### config.mk
export PLATFORM = sky130hd
export DESIGN_NAME = ula_controle_unit
export DESIGN_NICKNAME = d
export VERILOG_FILES = /design/src/rtl/ula_controle_unit.sv
export SDC_FILE = /design/constraint.sdc
export NUM_CORES = 1
export LEC_CHECK = 0
export BUFFER_PORTS_ARGS = -buffer_cell sky130_fd_sc_hd__buf_2
export CAP_MARGIN = 20
export CORE_AREA = 8 8 45 47
export CTS_CLUSTER_SIZE = 10
export DETAILED_ROUTE_END_ITERATION = 8
export DIE_AREA = 0 0 53 55
export SETUP_SLACK_MARGIN = 0.4
export SLEW_MARGIN = 40
export SYNTH_ARGS = -nofsm -noshare
export SYNTH_HDL_FRONTEND = slang
export SYNTH_SLANG_ARGS = --single-unit
### constraint.sdc
create_clock -name clk -period 2.54 [get_ports clk]
set_clock_uncertainty 0.15 [all_clocks]
set_input_delay 0.508 -clock clk [delete_from_list [all_inputs] [get_ports clk]]
set_output_delay 0.508 -clock clk [all_outputs]
set_load 0.1 [all_outputs]
### src/rtl/ula_controle_unit.sv
// MIPS ALU-control decoder: maps aluOp + funct to the ALU operation code, registered (1 cycle).
// Optional build macro ULA_CONTROLE_NOR_EN adds the R-type nor (funct 100111 -> 1100).
module ula_controle_unit (
  input  logic       clk,
  input  logic       rst,
  input  logic [1:0] aluOp,
  input  logic [5:0] operacao,
  output logic [3:0] controle,
  output logic       invalido
);

  localparam logic [3:0] OP_AND = 4'b0000;
  localparam logic [3:0] OP_OR  = 4'b0001;
  localparam logic [3:0] OP_ADD = 4'b0010;
  localparam logic [3:0] OP_SUB = 4'b0110;
  localparam logic [3:0] OP_SLT = 4'b0111;
`ifdef ULA_CONTROLE_NOR_EN
  localparam logic [3:0] OP_NOR = 4'b1100;
`endif

  logic [3:0] controle_q, controle_d;
  logic       invalido_q, invalido_d;

  // No handshake: a fresh decode is sampled every rising edge and held until the next one.
  always_comb begin
    controle_d = OP_ADD;
    invalido_d = 1'b0;
    unique case (aluOp)
      2'b00: controle_d = OP_ADD;
      2'b01: controle_d = OP_SUB;
      2'b10: begin
        case (operacao)
          6'b100000: controle_d = OP_ADD;
          6'b100010: controle_d = OP_SUB;
          6'b100100: controle_d = OP_AND;
          6'b100101: controle_d = OP_OR;
          6'b101010: controle_d = OP_SLT;
`ifdef ULA_CONTROLE_NOR_EN
          6'b100111: controle_d = OP_NOR;
`endif
          default: begin
            controle_d = OP_ADD;
            invalido_d = 1'b1;
          end
        endcase
      end
      default: begin
        controle_d = OP_ADD;
        invalido_d = 1'b1;
      end
    endcase
  end

  always_ff @(posedge clk) begin
    if (rst) begin
      controle_q <= OP_ADD;
      invalido_q <= 1'b0;
    end else begin
      controle_q <= controle_d;
      invalido_q <= invalido_d;
    end
  end

  assign controle = controle_q;
  assign invalido = invalido_q;

endmodule

==> summary.md <==
| Metric | Value |
|---|---|
| Status | completed |
| Crit share post-route | 62.9% |
| Area Growth Syn to Fin | 40.0% |
| Largest cells by area after synthesis | dfxtp_1, ha_1, nand2b_1 |
| Ant diodes | 0 |
| Cell count after synthesis | 27 |
| Clock Path Buffers | 2 |
| Pre-antenna DRT Iters | 1 |
| Resized cells post-CTS | 0 |
| RSZ-0062 raised after global routing | no |
| WL/cell | 9.66 µm |
| Hold path start | operacao[4] |
| Cell variety after synth | 19 |
| Kind of critical path | reg2out |
| Buf/Inv on CP | 1 |
| Via density | about 4.0 |
| Initial antenna violation count | 0 |
| Post-DRT Antenna Nets | 0 |
| Chip Width | approximately 53 µm |
| CTS tree | yes |
| Vias in the first global route | 275 |
| Final setup vio count | 0 |
| Arrival time at the worst endpoint | 940 ps |
| Data required time of the critical path | 1880 ps |
| Yosys top cell area share | 32.0% |
| Largest stage delay, worst path | 410 ps |
| Max Cap Viol | 0 |
| Clock root cell | clkbuf_4 |
| Synthesized Nets | 40 |
| Starting Density | a little under a fifth |
| CP max-delay cell | buf_2 |
| Total GRT Usage | 4.37% |
| Htree depth | 1 |
| Num CTS Buffers | 3 |
| Nets | 57 |
| Mapped Area | between 200 and 300 µm² |
| Kind of cell adding the most delay to the critical path | buffers and inverters |
| Setup TNS | 0 ps |
| CTS Hold Buffers Added | 0 |
| Final min period | 1600 ps |
| Port Buf Inserts | 13 |
| # rows | 14 |
| #FFs+latches synth | 4 |
| Leading area contributor after synthesis | dfxtp_1 |
| VDD IR max | 0.000156 V |
| Fmax | between 600 and 700 MHz |
| Iter 0 DRT Violations | 0 |
| Critical path cell sequence | buf_2 |
| Seq/Total Area, Yosys | 32.0% |
| Leakage | 0.170 nW |
| Share of layout cells above drive strength 1 | 47.6% |
| Power Density | 578 nW/µm² |
| First-pass GRT wire length | 945 µm |
| Die height | 55 µm |
| Hold Path Class | in2reg |
| Layout Utilization | 25.3% |
| IO Count | 15 |
| Max-slew violations | 0 |
| Post-route DRC | 0 |
| Most frequent cells in the layout | buf_2, dfxtp_1, ha_1, clkbuf_4 |
| Max FO, Critical Path | 1 |
| Final HPWL DP | about 480 µm |
| Die area | 2920 µm² |
| Critical Path Start | invalido |
| Global placer's final weighted congestion | 0.694 |
| # clock sinks | 4 |
| CP Launch Type | flop |
| Most common library cell in the layout ignoring fill and taps | buf_2 |
| Largest net degree at the start of global routing | 6 |
| Hold Vio Cnt, Final | 0 |
| Post-CTS Setup Bufs | 0 |
| Syn avg cell area | around 9.3 µm² |
| Vias | about 230 |
| GRT overflow | 0 |
| Yosys warns | 0 |
| Crit end category | output port |
| Final WL | 560 µm |
| Placeable Area | 1380 µm² |
| Reg clk slew, reported paths | approximately 40 ps |
-- path summary, 6_finish.rpt --
| kind | cells past startpoint | end | slack, ps |
|---|---|---|---|
| setup / recovery | 1 | invalido | 940 |
| hold / removal | 4 | controle[0] | 420 |
-- layout make-up --
class | instances | area, µm²
fill | 153 | 1030
multi-input combinational | 20 | 155
sequential | 4 | 80.1
timing repair buffer | 13 | 65.1
clock buffer | 3 | 22.5
tap | 16 | 20.0
inverter | 2 | 7.51
-- metrics by stage --
stage          std cells  power, mW  hold slack, ps  worst slack (ps)  cell area [µm²]
3_3_place_gp          55      0.127             666               846              328
3_5_place_dp          55      0.128             662               831              328
2_1_floorplan         27      0.114             531               973              250
5_1_grt               58      0.216             432               904              350
4_1_cts               58      0.209             415               923              350
6_report              58      0.203             423               944              350
-- flip-flops by register name (all words and copies together) (netlist names) --
| name | cells |
|---|---|
| invalido | 1 |
| controle | 3 |
-- cell usage after synthesis --
cell,n
a31oi_1,1
dfxtp_1,4
nand2b_1,2
a21bo_2,1
buf_4,1
conb_1,1
or4_4,1
nor3_1,1
a41oi_1,1
nor2_1,2
nor2b_1,1
nand2_1,1
o21ai_2,1
ha_1,3
inv_1,2
nor4bb_1,1
nor3b_1,1
a31o_2,1
nand3b_1,1
-- report_power, final --
part           total (mW)  internal, mW  switching, mW
clock              0.0760        0.0527         0.0233
combinational      0.0598        0.0166         0.0432
sequential         0.0668        0.0663       0.000537
total               0.203         0.136         0.0671
-- cells by family after synthesis --
group | Yosys count | share of synthesized area [%]
simple gates | 11 | 28.5
compound gates | 5 | 17.0
fa+ha+maj | 3 | 15.0
other cells | 1 | 1.50
buf+inv | 3 | 6.00
flops | 4 | 32.0
-- per-layer routing --
| layer | vias up | part of all wire [%] | global-route usage, % |
|---|---|---|---|
| li1 | 123 | - | - |
| met1 | 96 | 45 | 4.10 |
| met3 | 0 | 16 | 2.94 |
| met5 | - | 0 | 0 |
| met2 | 12 | 39 | 6.45 |
| met4 | 0 | 0 | 3.88 |
Note: power is estimated with default switching activity, not from simulation.
